`src/rtl/seg7_scan_driver.sv`:
```
`default_nettype none
// ============================================================================
// Module  : seg7_scan_driver
// Brief   : Multiplexed N-digit 7-segment driver with tear-free frame updates.
// Revision: 1.0
// ============================================================================
module seg7_scan_driver #(
  parameter int NUM_DIGITS   = 4,
  parameter int SCAN_DIV     = 50000,
  parameter int BLANK_CYCLES = 500,
  parameter int DIG_ACT_LOW  = 1
) (
  input  logic                      clk,
  input  logic                      rst_n,
  input  logic                      load,
  input  logic [4*NUM_DIGITS-1:0]   din,
  input  logic [NUM_DIGITS-1:0]     dp_in,
  input  logic                      blank_lz,
  output logic [6:0]                seg,
  output logic                      dp,
  output logic [NUM_DIGITS-1:0]     dig_en,
  output logic                      frame_done
);

  localparam int CNT_W = (SCAN_DIV > 1) ? $clog2(SCAN_DIV) : 1;
  localparam int IDX_W = (NUM_DIGITS > 1) ? $clog2(NUM_DIGITS) : 1;
  localparam logic [CNT_W-1:0]      C_DIV_LAST = CNT_W'(SCAN_DIV - 1);
  localparam logic [CNT_W:0]        C_BLANK    = (CNT_W+1)'(BLANK_CYCLES);
  localparam logic [IDX_W-1:0]      C_IDX_LAST = IDX_W'(NUM_DIGITS - 1);
  localparam logic [NUM_DIGITS-1:0] C_DIG_OFF  =
      (DIG_ACT_LOW != 0) ? {NUM_DIGITS{1'b1}} : {NUM_DIGITS{1'b0}};

  logic [CNT_W-1:0]        div_cnt_q, div_cnt_d;
  logic [IDX_W-1:0]        idx_q, idx_d;
  logic [4*NUM_DIGITS-1:0] act_din_q, act_din_d, pend_din_q, pend_din_d;
  logic [NUM_DIGITS-1:0]   act_dp_q, act_dp_d, pend_dp_q, pend_dp_d;
  logic                    pend_vld_q, pend_vld_d;
  logic [6:0]              seg_q, seg_d;
  logic                    dp_q, dp_d;
  logic [NUM_DIGITS-1:0]   dig_en_q, dig_en_d;
  logic                    frame_done_q, frame_done_d;

  logic                    w_boundary;
  logic                    w_dig_on;
  logic                    w_zero_run;
  logic [3:0]              w_digit [NUM_DIGITS];
  logic [NUM_DIGITS-1:0]   w_lz;

  function automatic logic [6:0] f_decode(input logic [3:0] v);
    case (v)
      4'd0:    f_decode = 7'b1000000;
      4'd1:    f_decode = 7'b1111001;
      4'd2:    f_decode = 7'b0100100;
      4'd3:    f_decode = 7'b0110000;
      4'd4:    f_decode = 7'b0011001;
      4'd5:    f_decode = 7'b0010010;
      4'd6:    f_decode = 7'b0000010;
      4'd7:    f_decode = 7'b1111000;
      4'd8:    f_decode = 7'b0000000;
      4'd9:    f_decode = 7'b0010000;
      default: f_decode = 7'b1111111;
    endcase
  endfunction

  for (genvar i = 0; i < NUM_DIGITS; i++) begin : g_digit
    assign w_digit[i] = act_din_q[4*i +: 4];
  end

  // A digit is a leading zero when it and every more-significant digit are 0.
  always_comb begin
    w_zero_run = 1'b1;
    w_lz       = '0;
    for (int i = NUM_DIGITS - 1; i >= 0; i--) begin
      w_zero_run = w_zero_run & (w_digit[i] == 4'd0);
      w_lz[i]    = (i != 0) && w_zero_run;
    end
  end

  assign w_boundary = (idx_q == C_IDX_LAST) && (div_cnt_q == C_DIV_LAST);
  assign w_dig_on   = ({1'b0, div_cnt_q} >= C_BLANK);

  always_comb begin
    div_cnt_d    = div_cnt_q + 1'b1;
    idx_d        = idx_q;
    act_din_d    = act_din_q;
    act_dp_d     = act_dp_q;
    pend_din_d   = pend_din_q;
    pend_dp_d    = pend_dp_q;
    pend_vld_d   = pend_vld_q;
    frame_done_d = w_boundary;

    if (div_cnt_q == C_DIV_LAST) begin
      div_cnt_d = '0;
      idx_d     = (idx_q == C_IDX_LAST) ? '0 : idx_q + 1'b1;
    end

    // Active buffer only moves at the frame boundary; a load landing exactly
    // there bypasses pending so the newest value wins.
    if (w_boundary) begin
      pend_vld_d = 1'b0;
      if (load) begin
        act_din_d = din;
        act_dp_d  = dp_in;
      end else if (pend_vld_q) begin
        act_din_d = pend_din_q;
        act_dp_d  = pend_dp_q;
      end
    end else if (load) begin
      pend_din_d = din;
      pend_dp_d  = dp_in;
      pend_vld_d = 1'b1;
    end
  end

  always_comb begin
    seg_d    = 7'h7F;
    dp_d     = 1'b1;
    dig_en_d = C_DIG_OFF;
    if (w_dig_on) begin
      dig_en_d = C_DIG_OFF ^ (NUM_DIGITS'(1) << idx_q);
      seg_d    = (blank_lz && w_lz[idx_q]) ? 7'h7F : f_decode(w_digit[idx_q]);
      dp_d     = ~act_dp_q[idx_q];
    end
  end

  always_ff @(posedge clk or negedge rst_n) begin
    if (!rst_n) begin
      div_cnt_q    <= '0;
      idx_q        <= '0;
      act_din_q    <= '0;
      act_dp_q     <= '0;
      pend_din_q   <= '0;
      pend_dp_q    <= '0;
      pend_vld_q   <= 1'b0;
      seg_q        <= 7'h7F;
      dp_q         <= 1'b1;
      dig_en_q     <= C_DIG_OFF;
      frame_done_q <= 1'b0;
    end else begin
      div_cnt_q    <= div_cnt_d;
      idx_q        <= idx_d;
      act_din_q    <= act_din_d;
      act_dp_q     <= act_dp_d;
      pend_din_q   <= pend_din_d;
      pend_dp_q    <= pend_dp_d;
      pend_vld_q   <= pend_vld_d;
      seg_q        <= seg_d;
      dp_q         <= dp_d;
      dig_en_q     <= dig_en_d;
      frame_done_q <= frame_done_d;
    end
  end

  assign seg        = seg_q;
  assign dp         = dp_q;
  assign dig_en     = dig_en_q;
  assign frame_done = frame_done_q;

endmodule
`default_nettype wire

```
`config.mk`:
```
export PLATFORM = sky130hd
export DESIGN_NAME = seg7_scan_driver
export DESIGN_NICKNAME = d
export VERILOG_FILES = /design/src/rtl/seg7_scan_driver.sv
export SDC_FILE = /design/constraint.sdc
export NUM_CORES = 1
export LEC_CHECK = 0
export CORE_MARGIN = 2
export CORE_UTILIZATION = 45
export CTS_CLUSTER_SIZE = 20
export DETAILED_ROUTE_END_ITERATION = 6
export GPL_TIMING_DRIVEN = 1
export HOLD_SLACK_MARGIN = 0.06
export PLACE_DENSITY = 0.66
export REMOVE_ABC_BUFFERS = 1
export SLEW_MARGIN = 20
export SYNTH_ARGS = -nofsm -noshare
export SYNTH_HDL_FRONTEND = slang
export SYNTH_SLANG_ARGS = --single-unit
```
`constraint.sdc`:
```
create_clock -name clk -period 2.88 [get_ports clk]
set_clock_uncertainty 0.2 [all_clocks]
set_input_delay 0.288 -clock clk [delete_from_list [all_inputs] [get_ports clk]]
set_output_delay 0.288 -clock clk [all_outputs]
set_load 0.005 [all_outputs]
```
# Yosys cells after proc, flatten, opt, wreduce, memory -nomap -nowiden

Memory sizes are Yosys's and may differ from the RTL's.
Cells that the tools add are included.

Memory bits (read-only): 112
Register bits: 72
Word-level logic and storage cells: 54
Memories: 1
Input bits: 24

Memories:

| memory           | words | width | rd ports | clocked after memory_dff | wr ports | RTL line | source |
|---|---|---|---|---|---|---|---|
| (name not given) | 16    | 7     | 1        | 0                        | 0        | 50       | `case (v)` |

Reduce and logical (&&, ||, !) cells: 9
Mux-type cells: 19
Magnitude comparators: 3
Add/sub/neg operators: 2
Bitwise gates (word level): 6
Equal/unequal tests: 2
Shifts and indexed selects: 1

Operator list:

| cell                                                 | number |
|---|---|
| 2-to-1 mux 16 bit                                    | 3 |
| 2-to-1 mux 4 bit                                     | 5 |
| adder 16 x 1 -> 16 bit, second input constant        | 1 |
| == test 16 bit, second input constant                | 1 |
| >= comparator 16 x 9 -> 1 bit, second input constant | 1 |
| 2-to-1 mux 7 bit                                     | 2 |
| zero test 4 bit                                      | 3 |
| binary-select mux 4 bit (select 2 bit)               | 1 |
| 2-to-1 mux 1 bit                                     | 5 |
| binary-select mux 1 bit (select 2 bit)               | 2 |
| inverter 4 bit                                       | 1 |
| AND reduction 2 bit                                  | 2 |
| nonzero test 2 bit                                   | 2 |
| << shifter 1 x 2 -> 4 bit, first input constant      | 1 |
| >= comparator 3 bit, second input constant           | 1 |
| < comparator 2 x 3 -> 1 bit, second input constant   | 1 |
| inverter 2 -> 3 bit                                  | 1 |
| adder 2 x 1 -> 2 bit, second input constant          | 1 |
| bitwise AND 1 bit                                    | 2 |
| == test 2 bit, second input constant                 | 1 |
| logical AND 1 bit                                    | 2 |
| 2-to-1 mux 2 bit                                     | 1 |
| inverter 1 bit                                       | 2 |

# Longest topological paths before layout

Gate-level depths: netlist (run 1).

Depth after elaboration: 8
Mapped depth: 7
Mapped depth without buffers: 6

# Worst setup path after synthesis (run 1)

Ideal clock, no wire load.

Path type: register to register
Start: reg div_cnt_q[11]
End: reg act_din_q[0]
Path slack: 0.612 ns
Buffers on the path: 1
Period minus slack after synthesis: 2.268 ns
Library setup time: 0.125 ns
Stages on the path, launching flop included: 6
Data arrival time: 1.943 ns
Cell sequence: dfrtp_1 -> or4_4 -> nor4_4 -> nand3b_2 -> buf_6 -> mux2_4

Word-level cells in the longest chain between the ends: 3

RTL lines:

| element                       | RTL line | source |
|---|---|---|
| start, declared               | 33       | `logic [CNT_W-1:0] div_cnt_q, div_cnt_d;` |
| start signal, assigned        | 140      | `div_cnt_q <= div_cnt_d;` |
| == test 16 bit                | 79       | `assign w_boundary = (idx_q == C_IDX_LAST) && (div_cnt_q == C_DIV_LAST);` |
| logical AND 1 bit             | 79       |  |
| AND reduction 2 bit (no line) | n/a      |  |
| end signal, assigned          | 142      | `act_din_q <= act_din_d;` |
| end, declared                 | 35       | `logic [4*NUM_DIGITS-1:0] act_din_q, act_din_d, pend_din_q, pend_din_d;` |

No other way between the ends.
A chain may end at the register's enable or synchronous reset.

# Worst setup path in the final report (run 1)

Start: reg div_cnt_q[10]
End: reg pend_din_q[8]

Word-level cells in the longest chain between the ends: 4

RTL lines:

| element                       | RTL line | source |
|---|---|---|
| == test 16 bit                | 79       |  |
| logical AND 1 bit             | 79       |  |
| inverter 1 bit (no line)      | n/a      |  |
| AND reduction 2 bit (no line) | n/a      |  |
| end signal, assigned          | 144      | `pend_din_q <= pend_din_d;` |
| end, declared                 | 35       |  |

No other way between the ends.

==> metrics, run 1 <==
first-pass GRT wire length=10.4 mm; I/O Pins=37; Internal=1.51 mW; Clock Tree Buf Depth=2; most common cell in the synthesized netlist=dfrtp_1; switching power=422 uW; Post-synth EDFFs=0; Vias per Instance=5.11; final-report hold violation count=0; Setup violations, final=0; logic gate share of total power=0.065; fraction of registers with async set/reset=1.00; peak supply drop=0.279 mV; antenna viol nets, final=0; Critical Path Start=div_cnt_q[10]; critical path peak fanout=20; Cell variety after synth=38; DIE HEIGHT=92.4 um; H-tree levels=3; Pre-antenna DRT Iters=4; Pwr Density=459 nW/um^2; Fmax achieved=0.389 GHz; area leader, netlist=dfrtp_1; CP endpoint kind=flop; Worst-Skew Late Latency=0.35 ns; synthesized flop and latch total=72; Routed WL=6.03 mm; Die Wd=92.4 um; DIE AREA=8540 sq um; mean area per synthesized cell=13.2 sq um; per-cell routed wire length=14.4 um; Max-Cap Viols=0; r2r worst-path depth=4; fill cell count=677; fin crit share=0.892; area delta synth->final=19.8%; fraction of layout cells with a size suffix above 1=0.272; Worst EP required=2.92 ns; placed cell count=402; Final Non-Filler Cells=418; Num CTS Buffers=9; part of the power in registers=0.543; Mapped Cells=267; largest net degree at the start of global routing=73; clock slew at reported path FFs=0.07 ns; # port buffers=36; Placeable Area=7650 sq um; # DRC=0; worst slew pin tran=0.874 ns; RSZ-0062 raised after global routing=no; vias post-DR=2137; total gr overflow=0; setup TNS=0 ns; share of the synthesized area in the top cell type=0.427; worst hold path depth=1; vias in the first global route=2136; ANT cells=0; initial antenna violation count=0; Final #Nets=347; Setup CP Type=flop to flop; outcome=completed; CTS sink count=72; worst reg2reg path startpoint=div_cnt_q[10]; cts hold-fix bufs=1; Clock Power Share=0.392; Place WS=0.282 ns; DRT iter0 DRCs=82; Area contributors post-synth=dfrtp_1 43%, dfstp_2 9.0%, mux2_4 8.5%; total track usage=0.159; CP Launch Type=flop; minimum clock period after layout=2.57 ns; post-synthesis sequential area ratio=0.516; top post-synthesis cells by count=60 x dfrtp_1, 20 x mux2_1, 20 x mux2_2, 20 x mux2_4, 17 x nor2_1; CP arrival=2.60 ns; worst rel slew slack=0.417; FP Rows=32; Post-Layout Inst Area=4210 sq um; DPL Wire Length=4.17 mm; P_leak=1.87 nW; CTS Root Cell=clkbuf_8; Worst Slack Setup Final=0.311 ns; Resize count post-CTS=0; fin. max-slew vios=0; hold crit path type=flop to flop; min-delay src=pend_dp_q[3]; routability congestion estimate=0.765; predominant post-synthesis flop cell=dfrtp_1; setup bufs post-CTS=0; Mapped Area=3520 sq um; Sw Ratio=0.218; Ys Warns=0; initial core utilization=0.460; Placed Area=4010 sq um; CTS tree=built
[per-layer routing]
layer / track usage / up-vias / part of all wire
li1: - / 1035 / -
met1: 0.205 / 1052 / 0.46
met2: 0.245 / 38 / 0.48
met3: 0.0448 / 12 / 0.040
met4: 0.0833 / 0 / 0.025
met5: 0 / - / 0
[power by group through the flow]
| stage | Clock (mW) | Sequential, mW | Combinational, mW |
|---|---|---|---|
| global route | 0.823 | 1.05 | 0.141 |
| finish | 0.758 | 1.05 | 0.127 |
| CTS | 0.777 | 1.05 | 0.132 |
| global placement | 0 | 1.07 | 0.127 |
| detailed placement | 0 | 1.07 | 0.130 |
| floorplan | 0 | 1.07 | 0.0582 |
[path summary, 6_finish.rpt]
| path | slack [ns] | end |
|---|---|---|
| setup reg to reg | 0.31 | pend_din_q[8] |
| min in group asynchronous | 0.47 | div_cnt_q[0] |
| max in group asynchronous | 1.44 | act_din_q[4] |
| hold / removal | 0.28 | pend_dp_q[3] |
| hold reg to reg | 0.28 | pend_dp_q[3] |
| setup / recovery | 0.31 | pend_din_q[8] |
[critical path, cell delays in order (launching register included)]
cell and delay, ns:
dfrtp_1 0.46, or4_4 0.56, nor4_1 0.54, a21boi_4 0.31, mux2_1 0.38
[flip-flops by register name, summed over array words and instances, names as in the netlist]
signal / count
act_din_q: 16
act_dp_q: 4
dig_en: 4
div_cnt_q: 16
dp: 1
frame_done: 1
idx_q: 2
pend_din_q: 16
pend_dp_q: 4
pend_vld_q: 1
seg: 7
[stage by stage]
step                hold slack, ns   util  power (mW)
floorplan                   -0.208      -        1.12
global placement             0.263  0.524        1.20
detailed placement           0.273  0.525        1.20
CTS                          0.288  0.551        1.96
global route                 0.308  0.551        2.02
finish                       0.282  0.551        1.94
[layout make-up]
cell class,count,area [sq um],share of cell area
flip-flops and latches,72,1820,0.431
multi-input cells,173,1610,0.382
repair buffers,45,425,0.101
clock buffers,13,179,0.0425
well taps,102,128,0.0303
inverters,11,41.3,0.00980
clock inverters,2,12.5,0.00297
[logic make-up (layout without fill, tap and decap cells)]
family          after synthesis  count (layout)  share of synthesized area
mux                          67              67                      0.251
fa+ha+maj                    11              11                     0.0391
flops                        72              72                      0.516
simple gates                 65              65                     0.0985
buf+inv                      22              71                     0.0288
xor+xnor                     14              14                     0.0348
compound gates               16              16                     0.0313
[placed cells by master (no fill, tap or decap), types with 2 or more instances in the layout]
master	instances
and2_1	2
and3_1	2
buf_4	8
clkbuf_8	13
clkdlybuf4s50_1	35
dfrtp_1	60
dfstp_2	12
ha_1	11
inv_1	11
mux2_1	20
mux2_2	20
mux2_4	20
mux2i_1	2
mux4_2	5
nand2_1	13
nand3_1	9
nand4_1	4
nor2_1	17
nor3_1	5
nor4_1	7
o21ai_0	7
xnor2_1	10
xor2_1	4
Power figures use the tool's default switching activity.
==> run 2: changes to the inputs <==
- clock period: 2.88 -> 2.6 ns (I/O delays scaled with it)
==> metrics, run 2 (synthesis gave the netlist of run 1 again) <==
outcome=completed (unchanged); critical path peak fanout=20 (unchanged); total track usage=0.161 (was 0.159); Max-Cap Viols=0 (unchanged); hold crit path type=flop to flop (unchanged); Final Non-Filler Cells=419 (was 418); # port buffers=36 (unchanged); area delta synth->final=19.2% (was 19.8%); CTS tree=built (unchanged); Fmax achieved=0.420 GHz (was 0.389 GHz); H-tree levels=3 (unchanged); Final #Nets=349 (was 347); fraction of layout cells with a size suffix above 1=0.268 (was 0.272); CP Launch Type=flop (unchanged); vias post-DR=2166 (was 2137); Vias per Instance=5.17 (was 5.11); Worst EP required=2.61 ns (was 2.92 ns); # DRC=0 (unchanged); CP max stage cell=or4_4 (unchanged); ANT cells=0 (unchanged); antenna viol nets, final=0 (unchanged); Pre-antenna DRT Iters=4 (unchanged); Placeable Area=7650 sq um (unchanged); initial core utilization=0.460 (unchanged); Worst-Skew Late Latency=0.34 ns (was 0.35 ns); placed cell count=404 (was 402); total gr overflow=0 (unchanged); CP peak stage delay=0.59 ns (was 0.56 ns); Final Util=0.548 (was 0.551); DPL Wire Length=4.41 mm (was 4.17 mm); I/O Pins=37 (unchanged); DIE HEIGHT=92.4 um (unchanged); first-pass GRT wire length=10.6 mm (was 10.4 mm); P_leak=1.86 nW (was 1.87 nW); vias in the first global route=2215 (was 2136); Num CTS Buffers=9 (unchanged); CTS Root Cell=clkbuf_8 (unchanged); clock slew at reported path FFs=0.07 ns (about the same); FP Rows=32 (unchanged); CTS sink count=72 (unchanged); most frequent cells in the layout=60 x dfrtp_1, 35 x clkdlybuf4s50_1, 20 x mux2_2, 20 x mux2_4, 20 x mux2_1 (unchanged); Setup violations, final=0 (unchanged); Setup CP Type=flop to flop (unchanged); per-cell routed wire length=14.5 um (was 14.4 um); worst slew pin tran=0.703 ns (was 0.874 ns); CP endpoint kind=flop (unchanged); Pwr Density=480 nW/um^2 (was 459 nW/um^2); minimum clock period after layout=2.38 ns (was 2.57 ns); Clock Tree Buf Depth=2 (unchanged); commonest non-fill, non-tap cell in the layout=dfrtp_1 (unchanged); fin crit share=0.916 (was 0.892); largest registers=act_din_q x16, div_cnt_q x16, pend_din_q x16 (unchanged); worst rel slew slack=0.531 (was 0.417); CP arrival=2.40 ns (was 2.60 ns); DRT iter0 DRCs=54 (was 82); Routed WL=6.07 mm (was 6.03 mm); fin. max-slew vios=0 (unchanged); final-report hold violation count=0 (unchanged); initial antenna violation count=0 (unchanged); largest net degree at the start of global routing=31 (was 73); Die Wd=92.4 um (unchanged); fill cell count=664 (was 677); DIE AREA=8540 sq um (unchanged); RSZ-0062 raised after global routing=no (unchanged); crit path cell chain=or4_4 -> nor4_2 -> a21boi_2 -> buf_4 -> mux2_1 (was or4_4 -> nor4_1 -> a21boi_4 -> mux2_1); routability congestion estimate=0.804 (was 0.765); peak supply drop=0.275 mV (was 0.279 mV)
[run 2: worst paths after layout]
kind,startpoint,endpoint,slack (ns),cells past startpoint
max,div_cnt_q[11],pend_din_q[12],0.22,5
min reg2reg,pend_dp_q[0],pend_dp_q[0],0.28,1
max in group asynchronous,rst_n,dig_en[2],1.17,3
min,pend_dp_q[0],pend_dp_q[0],0.28,1
max reg2reg,div_cnt_q[11],pend_din_q[12],0.22,5
min in group asynchronous,rst_n,div_cnt_q[5],0.30,2
[run 2: area by class of cell]
type                       instances  area (sq um)  area share
clock buffer                      12           135      0.0322
timing repair buffer              47           453       0.108
inverter                          11          41.3     0.00984
sequential                        72          1820       0.433
multi-input combinational        173          1610       0.384
clock inverter                     2          10.0     0.00239
tap                              102           128      0.0304
[run 2: worst max-delay path, delay by kind of cell (launching register included)]
kind / cells / cell delay, ns
buffers and inverters: 1 / 0.23
multiplexers: 1 / 0.33
AND/OR/NAND/NOR: 2 / 0.97
flip-flops: 1 / 0.44
AO/OA/AOI/OAI: 1 / 0.10
[run 2: through the flow]
step	cell area, sq um	worst slack, ns	power [mW]	hold slack (ns)	TNS [ns]
after global placement	4030	0.246	1.33	0.143	0
final	4190	0.218	2.01	0.281	0
after CTS	4190	0.0938	2.05	0.290	0
after detailed placement	4030	0.103	1.33	0.146	0
after global routing	4190	0.0709	2.12	0.309	0
after floorplan	3460	-0.320	1.25	-0.236	-9.14
[run 2: routing by layer]
metal	part of all wire	vias to the layer above	track usage
li1	-	1039	-
met1	0.47	1080	0.208
met2	0.48	37	0.263
met3	0.030	10	0.0269
met4	0.020	0	0.0784
met5	0	-	0
[run 2: power breakdown]
group          internal (mW)  leakage [nW]  switching [mW]
combinational         0.0849         0.882          0.0574
sequential              1.15         0.900          0.0129
clock                  0.334        0.0761           0.371
total                   1.57          1.86           0.441
[run 2: timing repair]
| action | 4_1_cts | 5_1_grt |
|---|---|---|
| endpoints found under the setup margin | 0 | 19 |
| endpoints found under the hold margin | 28 | 0 |
| resized for setup | 0 | 1 |
| setup buffers | 0 | 0 |
| hold buffers | 1 | 0 |
